**src/rtl/muldiv_sequencer_pkg.sv**
```systemverilog
// Shared constants, FSM state encoding and signedness helpers for the RV32M
// iterative multiply/divide sequencer.
package muldiv_sequencer_pkg;

    localparam logic [6:0] OPCODE_RTYPE = 7'b0110011;
    localparam logic [6:0] FUNCT7_M     = 7'b0000001;

    localparam logic [2:0] F3_MUL    = 3'b000;
    localparam logic [2:0] F3_MULH   = 3'b001;
    localparam logic [2:0] F3_MULHSU = 3'b010;
    localparam logic [2:0] F3_MULHU  = 3'b011;
    localparam logic [2:0] F3_DIV    = 3'b100;
    localparam logic [2:0] F3_DIVU   = 3'b101;
    localparam logic [2:0] F3_REM    = 3'b110;
    localparam logic [2:0] F3_REMU   = 3'b111;

    typedef enum logic [1:0] {
        S_IDLE = 2'b00,
        S_ITER = 2'b01,
        S_FIX  = 2'b10,
        S_DONE = 2'b11
    } state_t;

    function automatic logic a_is_signed(input logic [2:0] f3);
        case (f3)
            F3_MULH, F3_MULHSU, F3_DIV, F3_REM: return 1'b1;
            default:                            return 1'b0;
        endcase
    endfunction

    function automatic logic b_is_signed(input logic [2:0] f3);
        case (f3)
            F3_MULH, F3_DIV, F3_REM: return 1'b1;
            default:                 return 1'b0;
        endcase
    endfunction

endpackage

```
**src/rtl/muldiv_sequencer_datapath.sv**
```systemverilog
// Shared 33-bit add/subtract datapath with acc and multiplier/quotient shift
// registers. MULDIV_EARLY_OUT_EN enables the multiply early-out shortcut.
module muldiv_datapath #(
    parameter int XLEN  = 32,
    parameter int CNT_W = 6
) (
    input  logic             clk,
    input  logic             rst_n,
    input  logic             load,
    input  logic             step,
    input  logic             is_div,
    input  logic [XLEN-1:0]  load_mpl,
    input  logic [XLEN-1:0]  load_mcand,
    input  logic [CNT_W-1:0] cnt,
    output logic [XLEN-1:0]  acc,
    output logic [XLEN-1:0]  mpl,
    output logic             last_step
);

    logic [XLEN-1:0] acc_r, mpl_r, mcand_r;
    logic [XLEN:0]   add_x_s, add_y_s, sum_s;
    logic [XLEN-1:0] acc_n_s, mpl_n_s, acc_nx_s, mpl_nx_s;
    logic            early_s;

    // Single adder: subtract for divide is x + ~y + 1.
    always_comb begin
        if (is_div) begin
            add_x_s = {acc_r, mpl_r[XLEN-1]};
            add_y_s = ~{1'b0, mcand_r};
        end else begin
            add_x_s = {1'b0, acc_r};
            add_y_s = {1'b0, mcand_r};
        end
        sum_s = add_x_s + add_y_s + {{XLEN{1'b0}}, is_div};
    end

    // One iteration: restoring-divide step or shift-add multiply step.
    always_comb begin
        acc_n_s = acc_r;
        mpl_n_s = mpl_r;
        if (is_div) begin
            if (!sum_s[XLEN]) begin
                acc_n_s = sum_s[XLEN-1:0];
                mpl_n_s = {mpl_r[XLEN-2:0], 1'b1};
            end else begin
                acc_n_s = add_x_s[XLEN-1:0];
                mpl_n_s = {mpl_r[XLEN-2:0], 1'b0};
            end
        end else if (mpl_r[0]) begin
            {acc_n_s, mpl_n_s} = {sum_s, mpl_r[XLEN-1:1]};
        end else begin
            {acc_n_s, mpl_n_s} = {1'b0, acc_r, mpl_r[XLEN-1:1]};
        end
    end

`ifdef MULDIV_EARLY_OUT_EN
    logic [CNT_W-1:0]  rem_cnt_s;
    logic [XLEN-1:0]   mask_s;
    logic [2*XLEN-1:0] shifted_s;

    // Once the unconsumed multiplier bits are zero, the rest is a plain shift.
    always_comb begin
        rem_cnt_s = CNT_W'(XLEN-1) - cnt;
        mask_s    = ({{(XLEN-1){1'b0}}, 1'b1} << rem_cnt_s) - {{(XLEN-1){1'b0}}, 1'b1};
        shifted_s = {acc_n_s, mpl_n_s} >> rem_cnt_s;
        early_s   = !is_div && ((mpl_n_s & mask_s) == {XLEN{1'b0}});
        if (early_s) begin
            acc_nx_s = shifted_s[2*XLEN-1:XLEN];
            mpl_nx_s = shifted_s[XLEN-1:0];
        end else begin
            acc_nx_s = acc_n_s;
            mpl_nx_s = mpl_n_s;
        end
    end
`else
    // Fixed-latency build: always take the plain iteration result.
    always_comb begin
        early_s  = 1'b0;
        acc_nx_s = acc_n_s;
        mpl_nx_s = mpl_n_s;
    end
`endif

    assign last_step = (cnt == CNT_W'(XLEN-1)) | early_s;
    assign acc       = acc_r;
    assign mpl       = mpl_r;

    // Operand registers: loaded at issue, advanced once per iteration.
    always_ff @(posedge clk or negedge rst_n) begin
        if (!rst_n) begin
            acc_r   <= {XLEN{1'b0}};
            mpl_r   <= {XLEN{1'b0}};
            mcand_r <= {XLEN{1'b0}};
        end else if (load) begin
            acc_r   <= {XLEN{1'b0}};
            mpl_r   <= load_mpl;
            mcand_r <= load_mcand;
        end else if (step) begin
            acc_r   <= acc_nx_s;
            mpl_r   <= mpl_nx_s;
        end
    end

endmodule

```
**src/rtl/muldiv_sequencer.sv**
```systemverilog
// RV32M iterative multiply/divide sequencer for the EX stage; stalls the
// pipeline while running. MULDIV_EARLY_OUT_EN shortens multiplies.
module muldiv_sequencer
    import muldiv_sequencer_pkg::*;
#(
    parameter int XLEN  = 32,
    parameter int CNT_W = 6
) (
    input  logic            clk,
    input  logic            rst_n,
    input  logic            start,
    input  logic [2:0]      funct3,
    input  logic [XLEN-1:0] op_a,
    input  logic [XLEN-1:0] op_b,
    input  logic            kill,
    output logic            stall,
    output logic            busy,
    output logic            result_valid,
    output logic [XLEN-1:0] result
);

    state_t             state_r, state_n_s;
    logic [CNT_W-1:0]   cnt_r, cnt_n_s;
    logic [2:0]         funct3_r;
    logic               sign_a_r, sign_b_r;
    logic [XLEN-1:0]    result_r, result_n_s;
    logic               load_s, step_s, last_step_s;
    logic               a_sgn_s, b_sgn_s, special_s;
    logic [XLEN-1:0]    a_abs_s, b_abs_s, special_val_s, fix_val_s;
    logic [XLEN-1:0]    load_mpl_s, load_mcand_s, acc_s, mpl_s;
    logic [2*XLEN-1:0]  prod_fix_s;

    // Issue-time decode: operand magnitudes, signs and divide special cases.
    always_comb begin
        a_sgn_s = a_is_signed(funct3) & op_a[XLEN-1];
        b_sgn_s = b_is_signed(funct3) & op_b[XLEN-1];
        a_abs_s = a_sgn_s ? -op_a : op_a;
        b_abs_s = b_sgn_s ? -op_b : op_b;
        if (funct3[2]) begin
            load_mpl_s   = a_abs_s;
            load_mcand_s = b_abs_s;
        end else begin
            load_mpl_s   = b_abs_s;
            load_mcand_s = a_abs_s;
        end
        special_s     = 1'b0;
        special_val_s = {XLEN{1'b0}};
        if (funct3[2] && (op_b == {XLEN{1'b0}})) begin
            special_s     = 1'b1;
            special_val_s = funct3[1] ? op_a : {XLEN{1'b1}};
        end else if ((funct3 == F3_DIV || funct3 == F3_REM) &&
                     (op_a == {1'b1, {(XLEN-1){1'b0}}}) && (op_b == {XLEN{1'b1}})) begin
            special_s     = 1'b1;
            special_val_s = funct3[1] ? {XLEN{1'b0}} : {1'b1, {(XLEN-1){1'b0}}};
        end else begin
            special_s     = 1'b0;
            special_val_s = {XLEN{1'b0}};
        end
    end

    // Sign fix-up: remainder follows the dividend, everything else sign(a)^sign(b).
    always_comb begin
        prod_fix_s = (sign_a_r ^ sign_b_r) ? -{acc_s, mpl_s} : {acc_s, mpl_s};
        case (funct3_r)
            F3_MUL:                        fix_val_s = prod_fix_s[XLEN-1:0];
            F3_MULH, F3_MULHSU, F3_MULHU:  fix_val_s = prod_fix_s[2*XLEN-1:XLEN];
            F3_DIV, F3_DIVU:               fix_val_s = (sign_a_r ^ sign_b_r) ? -mpl_s : mpl_s;
            F3_REM, F3_REMU:               fix_val_s = sign_a_r ? -acc_s : acc_s;
            default:                       fix_val_s = {XLEN{1'b0}};
        endcase
    end

    // Next-state and handshake outputs; kill wins in every state.
    always_comb begin
        state_n_s    = state_r;
        cnt_n_s      = cnt_r;
        result_n_s   = result_r;
        load_s       = 1'b0;
        step_s       = 1'b0;
        stall        = 1'b0;
        result_valid = 1'b0;
        case (state_r)
            S_IDLE: begin
                if (kill) begin
                    state_n_s = S_IDLE;
                end else if (start) begin
                    stall   = 1'b1;
                    load_s  = 1'b1;
                    cnt_n_s = {CNT_W{1'b0}};
                    if (special_s) begin
                        state_n_s  = S_DONE;
                        result_n_s = special_val_s;
                    end else begin
                        state_n_s  = S_ITER;
                    end
                end else begin
                    state_n_s = S_IDLE;
                end
            end
            S_ITER: begin
                if (kill) begin
                    state_n_s = S_IDLE;
                end else begin
                    stall  = 1'b1;
                    step_s = 1'b1;
                    if (last_step_s) begin
                        state_n_s = S_FIX;
                    end else begin
                        state_n_s = S_ITER;
                        cnt_n_s   = cnt_r + {{(CNT_W-1){1'b0}}, 1'b1};
                    end
                end
            end
            S_FIX: begin
                if (kill) begin
                    state_n_s = S_IDLE;
                end else begin
                    stall      = 1'b1;
                    result_n_s = fix_val_s;
                    state_n_s  = S_DONE;
                end
            end
            S_DONE: begin
                state_n_s = S_IDLE;
                if (kill) begin
                    result_valid = 1'b0;
                end else begin
                    result_valid = 1'b1;
                end
            end
            default: begin
                state_n_s = S_IDLE;
            end
        endcase
    end

    assign busy   = (state_r != S_IDLE);
    assign result = result_r;

    // FSM state register.
    always_ff @(posedge clk or negedge rst_n) begin
        if (!rst_n) begin
            state_r <= S_IDLE;
        end else begin
            state_r <= state_n_s;
        end
    end

    // Iteration counter, latched op descriptor and result register.
    always_ff @(posedge clk or negedge rst_n) begin
        if (!rst_n) begin
            cnt_r    <= {CNT_W{1'b0}};
            funct3_r <= 3'b000;
            sign_a_r <= 1'b0;
            sign_b_r <= 1'b0;
            result_r <= {XLEN{1'b0}};
        end else begin
            cnt_r    <= cnt_n_s;
            result_r <= result_n_s;
            if (load_s) begin
                funct3_r <= funct3;
                sign_a_r <= a_sgn_s;
                sign_b_r <= b_sgn_s;
            end
        end
    end

    muldiv_datapath #(
        .XLEN  (XLEN),
        .CNT_W (CNT_W)
    ) u_datapath (
        .clk        (clk),
        .rst_n      (rst_n),
        .load       (load_s),
        .step       (step_s),
        .is_div     (load_s ? funct3[2] : funct3_r[2]),
        .load_mpl   (load_mpl_s),
        .load_mcand (load_mcand_s),
        .cnt        (cnt_r),
        .acc        (acc_s),
        .mpl        (mpl_s),
        .last_step  (last_step_s)
    );

endmodule

```
**config.mk**
```make
export PLATFORM = sky130hd
export DESIGN_NAME = muldiv_sequencer
export DESIGN_NICKNAME = d
export VERILOG_FILES = /design/src/rtl/muldiv_sequencer_pkg.sv /design/src/rtl/muldiv_sequencer_datapath.sv /design/src/rtl/muldiv_sequencer.sv
export SDC_FILE = /design/constraint.sdc
export NUM_CORES = 1
export LEC_CHECK = 0
export ABC_CLOCK_PERIOD_IN_PS = 7070
export CORE_MARGIN = 1
export CORE_UTILIZATION = 35
export CTS_BUF_LIST = sky130_fd_sc_hd__clkbuf_4 sky130_fd_sc_hd__clkbuf_8
export CTS_CLUSTER_SIZE = 28
export DETAILED_ROUTE_END_ITERATION = 6
export PLACE_DENSITY = 0.54
export SETUP_SLACK_MARGIN = 0.02
export SLEW_MARGIN = 10
export SYNTH_ARGS = -nofsm -noshare
export SYNTH_HDL_FRONTEND = slang
export SYNTH_SLANG_ARGS = --single-unit
```
**constraint.sdc**
```tcl
create_clock -name clk -period 7.07 [get_ports clk]
set_input_delay 1.414 -clock clk [delete_from_list [all_inputs] [get_ports clk]]
set_output_delay 1.414 -clock clk [all_outputs]
set_load 0.01 [all_outputs]
```
==> metrics.md, run 1 <==
| Metric | Value |
|---|---|
| Kind of critical path | input port to register |
| Synth top area share | 0.2484 |
| Mapped Nets | 2051 |
| Core area | about 40000 sq um |
| Mux cell area share after synthesis | 0.05989 |
| Max IR drop VDD | 0.1273 mV |
| H-tree depth | 4 |
| Critical R2R Launch | state_r[0] |
| GR Util All Layers | 0.2707 |
| Non-Filler Instances | approximately 2500 |
| DP HPWL | approximately 43000 um |
| Antenna Nets Post-Route | 0 |
| Vias per inst | between 5 and 6 |
| P&R area growth vs syn | 11.99% |
| CTS Hold Bufs | 0 |
| Longest Clk Path Bufs | 2 |
| Ranking of synthesized cells by area | dfrtp_1 25%, nand2_1 7.7%, o21ai_0 6.8% |
| Antenna violations before repair | 0 |
| CTS Sinks | 141 |
| Clk_lat worst skew | 0.52 ns |
| Unrepaired setup endpoints after global routing | false |
| First-pass DRT Iterations | 5 |
| Wirelength per Cell | 22.80 um |
| Clk_skew | 0.02303 ns |
| Status | finished clean |
| CP startpoint kind | input port |
| Cells after Synth | 1936 |
| CP cell instances | clkdlybuf4s50_1 > nand4b_1 > a21boi_4 > inv_1 > o21ai_0 > ha_1 > and4_1 > and3_1 > o211ai_1 > a2111oi_0 > o31ai_1 > a31oi_1 > xnor2_2 > buf_12 > nand2_1 > or4_1 > a31oi_1 |
| Reg2Reg Depth | 18 |
| Min-delay worst type | register to register |
| Detailed-route DRC error count | 0 |
| XOR/XNOR Fraction of Synth Area | 0.1171 |
| WP buf/inv | 3 |
| Main synth FF type | dfrtp_1 |
| Sum Neg Setup Slack | 0 ns |
| Die Y | between 200 and 250 um |
| Gpl congestion | 0.9355 |
| Register area share after synthesis | 0.2484 |
| PostCTS Resize Cnt | 0 |
| CP top delay family | compound AO/OA/AOI/OAI gates |
| Fmax | 0.1587 GHz |
| Yosys warns | 0 |
| PwrDens | 369.0 nW/um^2 |
| CTS tree | done |
| R2r setup slk | 1.53 ns |
| Post-layout min period | 6.301 ns |
| Worst-path clk slew | roughly 0.1 ns |
| Compound-cell area share of the yosys netlist | 0.2744 |
| Relative slew slack | 0.2183 |
| Mean Syn Cell Area | 7.338 sq um |
| Worst Max-Slew Pin Slew | 1.170 ns |
| Synth area leader | dfrtp_1 |
| Final Cycle Share | 0.8912 |
| EDFF count, synth | 0 |
| Max stage delay on crit path | about 0.69 ns |
| Cell Count Post-Placement | 2431 |
| Filler cell count | 4185 |
| Antenna Cells | 0 |
| Drt initial violations | 1598 |
| # setup viols final | 0 |
| Pin count of the biggest net entering global routing | 103 |
| Setup Fix Bufs, Post-CTS | 0 |
| Crit path required time | 7.50 ns |
| Number of max-cap violations | 0 |
| GRT overflow | 0 |
| First-pass GRT wire length | 84370 um |
| DP Area | roughly 16000 sq um |
| Largest family of logic cells by synthesized area | compound AO/OA/AOI/OAI gates |
| Count of cell types in the netlist | 78 |
| Synth async-reset ratio | 1.000 |
| Yosys reg bits | around 140 |
| Die extent in x | 203.5 um |
| Starting Density | 0.3559 |
| Area share of fa/ha/maj cells after synthesis | 0.03928 |
| Crit path max fanout | 28 |
| CTS Buf Count | 17 |
| Die area | 41400 sq um |
| # rows | 73 |
| CP max-delay cell | a2111oi_0 |
| DR vias | 14530 |
| Finished Cell Area | 15910 sq um |
| Crit path from | kill |
| Post-synthesis simple-gate area fraction | 0.2084 |
| Min-delay src | result[5] |
| Routed WL | roughly 56000 um |
| Hold slack | 0.4837 ns |
| Leak pwr | 6.393 nW |
| Crit. End Element | register |
| Layout cells sized above 1 | 0.04799 |
| Most frequent CP cell | a31oi_1 |
| Worst R2R End | u_datapath.acc[0] |
| Slew Viols, Final | 0 |
| Arr. time, crit path | 6.73 ns |
| Clock root buffer master | clkbuf_8 |
| IO Pins | 106 |
| I/O Buffers | 105 |
| Final hold vios | 0 |
| Hold path depth | 1 |
| Hold path endpoint | result[5] |
| Vias in the first global route | between 10000 and 15000 |
| Nets | ~2000 |
| Mapped cell area | 14210 sq um |
## report_power, final
| group | switching (W) | internal [W] | leakage (nW) |
|---|---|---|---|
| combinational | 0.00229 | 0.00144 | 4.36 |
| sequential | 0.000467 | 0.00100 | 1.84 |
| clock | 0.000402 | 0.000264 | 0.189 |
| total | 0.00316 | 0.00271 | 6.39 |
## cells in the mapped netlist (18+ instances only)
master    count
nand2_1     292
o21ai_0     193
nor2_1      176
a21oi_1     163
dfrtp_1     141
clkbuf_1    130
xnor2_1     109
xor2_1       81
mux2i_1      76
ha_1         43
nor3_1       37
o211ai_1     36
inv_1        30
o31ai_1      28
a21o_1       25
nand4_1      24
o21ai_1      24
o221ai_1     24
a21boi_0     18
nor4_1       18
## per-layer routing
layer	track usage	up-vias	routed length, um
li1	-	6936	-
met1	0.3992	6976	26260
met2	0.4037	556	24610
met3	0.03787	63	3824
met4	0.08405	0	1469
met5	0	-	0
## how the worst max path moves through the flow
stage / to / slack [ns] / cells after the start
2_1_floorplan: u_datapath.acc[6] / 0.69 / 19
3_3_place_gp: u_datapath.acc[0] / 0.52 / 18
3_5_place_dp: u_datapath.acc[0] / 0.38 / 18
4_1_cts: u_datapath.acc[0] / 0.89 / 18
5_1_grt: u_datapath.acc[0] / 0.49 / 18
6_report: u_datapath.acc[0] / 0.77 / 17
## state kept, by name (all words and copies together), names as in the netlist
name	cells
cnt_r	6
sign_a_r	1
u_datapath.mcand_r	32
sign_b_r	1
u_datapath.acc	32
result	32
funct3_r	3
state_r	2
u_datapath.mpl	32
## metrics by stage
stage | util | total power (W) | setup WS, ns
after detailed placement | 0.3893 | 0.005130 | 0.3846
after CTS | 0.3986 | 0.005809 | 0.8853
after floorplan | - | 0.003971 | 0.6879
after global placement | 0.3893 | 0.005103 | 0.5213
after global routing | 0.3986 | 0.006275 | 0.4869
final | 0.3986 | 0.005870 | 0.7694
## kinds of logic (layout without fill, tap and decap cells)
logic type | after synthesis | after routing
AND/OR/NAND/NOR | 654 | 654
adder cells (fa/ha/maj) | 44 | 44
flip-flops | 141 | 141
multiplexers | 84 | 84
AO/OA/AOI/OAI | 633 | 633
XOR/XNOR | 190 | 190
buffers and inverters | 190 | 192
## cell type report
cell class              count  area [sq um]  share of cell area
well taps                 525         656.9             0.04129
repair buffers            130          1260             0.07920
flip-flops and latches    141          3531              0.2219
clock buffers              18         247.7             0.01557
multi-input cells        1605          9978              0.6272
clock inverters            14         122.6            0.007707
inverters                  30         112.6            0.007078
## placed cells by master, fill, tap and decap left out, types with 37 or more instances in the layout
master	instances
ha_1	43
o21ai_0	192
nor3_1	37
mux2i_1	76
nand2_1	292
a21oi_1	163
xnor2_1	107
dfrtp_1	139
clkdlybuf4s50_1	103
nor2_1	176
xor2_1	80
(Power assumes the default switching activity.)
==> run 2: changes to the inputs <==
Settings changed: CAP_MARGIN set to 15, GPL_TIMING_DRIVEN set to 0.
==> run 2 against run 1 <==
Against the previous run: the run now ends with DRC left; die area is the same; global-route usage grew 4.5 points; clock power grew 8.7%; via count grew 6.2%; register-to-register slack lost 0.70 ns; critical path type unchanged; critical endpoint is now u_datapath.acc[6]; largest cell class unchanged; highest routed layer unchanged.
==> metrics.md, run 2 (synthesis gave the netlist of run 1 again) <==
| Metric | Value |
|---|---|
| Worst Max-Slew Pin Slew | 1.255 ns (+0.08493 ns) |
| Pin count of the biggest net entering global routing | 103 (unchanged) |
| CP startpoint kind | input port |
| Detailed-route DRC error count | 3 (+3) |
| # rows | 73 (unchanged) |
| Kind of critical path | input port to register |
| Min-delay worst type | register to register |
| Vias per inst | 5.940 (+0.68%) |
| Crit path max fanout | 12 (-57%) |
| P&R area growth vs syn | 15.70% |
| Die Y | 203.5 um (unchanged) |
| PwrDens | 385.1 nW/um^2 (+4.4%) |
| Leak pwr | 6.547 nW (+2.4%) |
| Slew Viols, Final | 0 (unchanged) |
| Most common cell after layout, fill and taps aside | nand2_1 |
| Final Cycle Share | 0.9760 (+0.08482) |
| DP HPWL | 52720 um (+23%) |
| Met2 wire length | 28260 um (+15%) |
| Longest Clk Path Bufs | 2 (unchanged) |
| CTS Sinks | 141 (unchanged) |
| Layout cells sized above 1 | 0.04486 (-0.003125) |
| GR Util All Layers | 0.3155 (+0.04484) |
| GRT overflow | 0 (unchanged) |
| IO Pins | 106 (unchanged) |
| Cell Count Post-Placement | 2566 (+5.6%) |
| Combinational power share | 0.693 (+0.057) |
| Fmax | 0.1449 GHz (-8.7%) |
| Crit. End Element | register |
| Max IR drop VDD | 0.1324 mV (+4.0%) |
| Seq pwr share | 0.193 (-0.058) |
| Commonest cells after routing, fill and taps aside | 292 x nand2_1, 192 x o21ai_0, 176 x nor2_1, 163 x a21oi_1, 141 x dfrtp_1 |
| Antenna violations before repair | 1 (+1) |
| Gpl congestion | 0.9801 (+4.8%) |
| Worst-path clk slew | 0.09 ns (about the same) |
| Die extent in x | 203.5 um (unchanged) |
| # setup viols final | 0 (unchanged) |
| Non-Filler Instances | 2598 (+5.5%) |
| DR vias | 15430 (+6.2%) |
| Hold slack | 0.4817 ns (-0.001983 ns) |
| Nets | 2175 (+6.6%) |
| Wirelength per Cell | 25.19 um (+10%) |
| Status | finished, violations left |
| Worst setup margin | 0.1698 ns (-0.5996 ns) |
| CTS Buf Count | 17 (unchanged) |
| Starting Density | 0.3559 (unchanged) |
| Filler cell count | 4186 (+0.024%) |
| Die area | 41400 sq um (unchanged) |
| Clock root buffer master | clkbuf_8 |
| Switch share | 0.5557 (+0.01691) |
| NetSw | 0.003517 W (+11%) |
| Clk_skew | 0.02314 ns (+0.0001056 ns) |
| Drt initial violations | 1798 (+13%) |
| Arr. time, crit path | 7.29 ns (+0.56 ns) |
| Relative slew slack | 0.1545 (-0.06386) |
| Pint | 0.002812 W (+3.9%) |
| Sum Neg Setup Slack | 0 ns (unchanged) |
| Crit path required time | 7.46 ns (-0.04 ns) |
| Clk_lat worst skew | 0.52 ns (about the same) |
| Antenna Cells | 0 (unchanged) |
| Routed met3 length | 4679 um (+22%) |
| Failing checks | DRC |
| First-pass GRT wire length | 95470 um (+13%) |
| First-pass DRT Iterations | 7 (+2) |
| Routed length on met1 | 29610 um (+13%) |
| Routed WL | 65430 um (+17%) |
| Final hold vios | 0 (unchanged) |
| Antenna Nets Post-Route | 0 (unchanged) |
| Top sig layer | met4 |
| CTS tree | done |
| CTS Hold Bufs | 0 (unchanged) |
| Number of max-cap violations | 0 (unchanged) |
| I/O Buffers | 104 (-0.95%) |
| Dpl ws | -1.899 ns (-2.284 ns) |
| Clock network power share | 0.114 (about the same) |
| Core area | 39910 sq um (unchanged) |
| H-tree depth | 4 (unchanged) |
| DP Area | 15940 sq um (+2.6%) |
| Finished Cell Area | 16440 sq um (+3.3%) |
| Vias in the first global route | 14240 (+8.0%) |
| Post-layout min period | 6.900 ns (+0.5996 ns) |
run 2: cell types whose count changed in the layout (fill, tap and decap cells not counted), sizes merged:
cell,change
clkbuf,+133
buf,+2
bufinv,+2
clkinv,-2
run 2: repair_timing:
item	4_1_cts	5_1_grt
buffers inserted	1	0
pin swaps	1	0
gates cloned	0	0
setup endpoints to repair	33	24
gates resized for setup	16	9
run 2: path summary, 6_finish.rpt:
check                                start               endpoint  slack, ns  depth (start not counted)
worst min register to register   result[5]              result[5]       0.48                          1
worst min-delay path             result[5]              result[5]       0.48                          1
worst max register to register  state_r[1]      u_datapath.acc[6]       0.83                         23
min in group asynchronous            rst_n             result[15]       0.78                          1
max in group asynchronous            rst_n  u_datapath.mcand_r[4]       5.47                          2
worst max-delay path                  kill      u_datapath.acc[6]       0.17                         23
run 2: layout make-up:
| type | count | area [sq um] | area share |
|---|---|---|---|
| buffer | 159 | 649.4 | 0.03951 |
| clock buffer | 18 | 247.7 | 0.01507 |
| clock inverter | 14 | 176.4 | 0.01073 |
| inverter | 30 | 116.4 | 0.007080 |
| multi-input combinational | 1605 | 9980 | 0.6072 |
| sequential | 141 | 3528 | 0.2147 |
| tap | 525 | 656.9 | 0.03997 |
| timing repair buffer | 106 | 1081 | 0.06577 |
run 2: per-stage QoR:
stage	total power (W)	util
CTS	0.006173	0.4110
floorplan	0.003971	-
detailed placement	0.005420	0.3993
global placement	0.005425	0.3985
finish	0.006329	0.4118
global route	0.006678	0.4118
run 2: power groups by stage:
stage,registers [W],logic (W),clock network [W]
global route,0.00125,0.00467,0.000765
CTS,0.00121,0.00423,0.000731
global placement,0.00123,0.00420,0
floorplan,0.00116,0.00281,0
detailed placement,0.00123,0.00419,0
finish,0.00122,0.00439,0.000723
run 2: critical path, cell delays in order:
cell	delay, ns
clkdlybuf4s50_1	0.51
clkbuf_2	0.26
nand4b_1	0.26
a21boi_2	0.35
clkbuf_4	0.30
clkinvlp_4	0.25
buf_2	0.27
buf_2	0.23
nand2_1	0.10
nand2_1	0.12
ha_1	0.28
clkbuf_1	0.20
o21ai_0	0.27
o21ai_0	0.14
a221oi_1	0.32
nor2_1	0.13
o31ai_2	0.41
a31oi_4	0.23
xnor2_4	0.33
clkbuf_4	0.33
mux2i_1	0.21
nand2_1	0.07
a32o_1	0.28
run 2: per-layer routing:
metal / track usage / vias to the layer above
li1: - / 7187
met2: 0.4789 / 668
met5: 0 / -
met4: 0.1361 / 0
met1: 0.4419 / 7470
met3: 0.04778 / 107
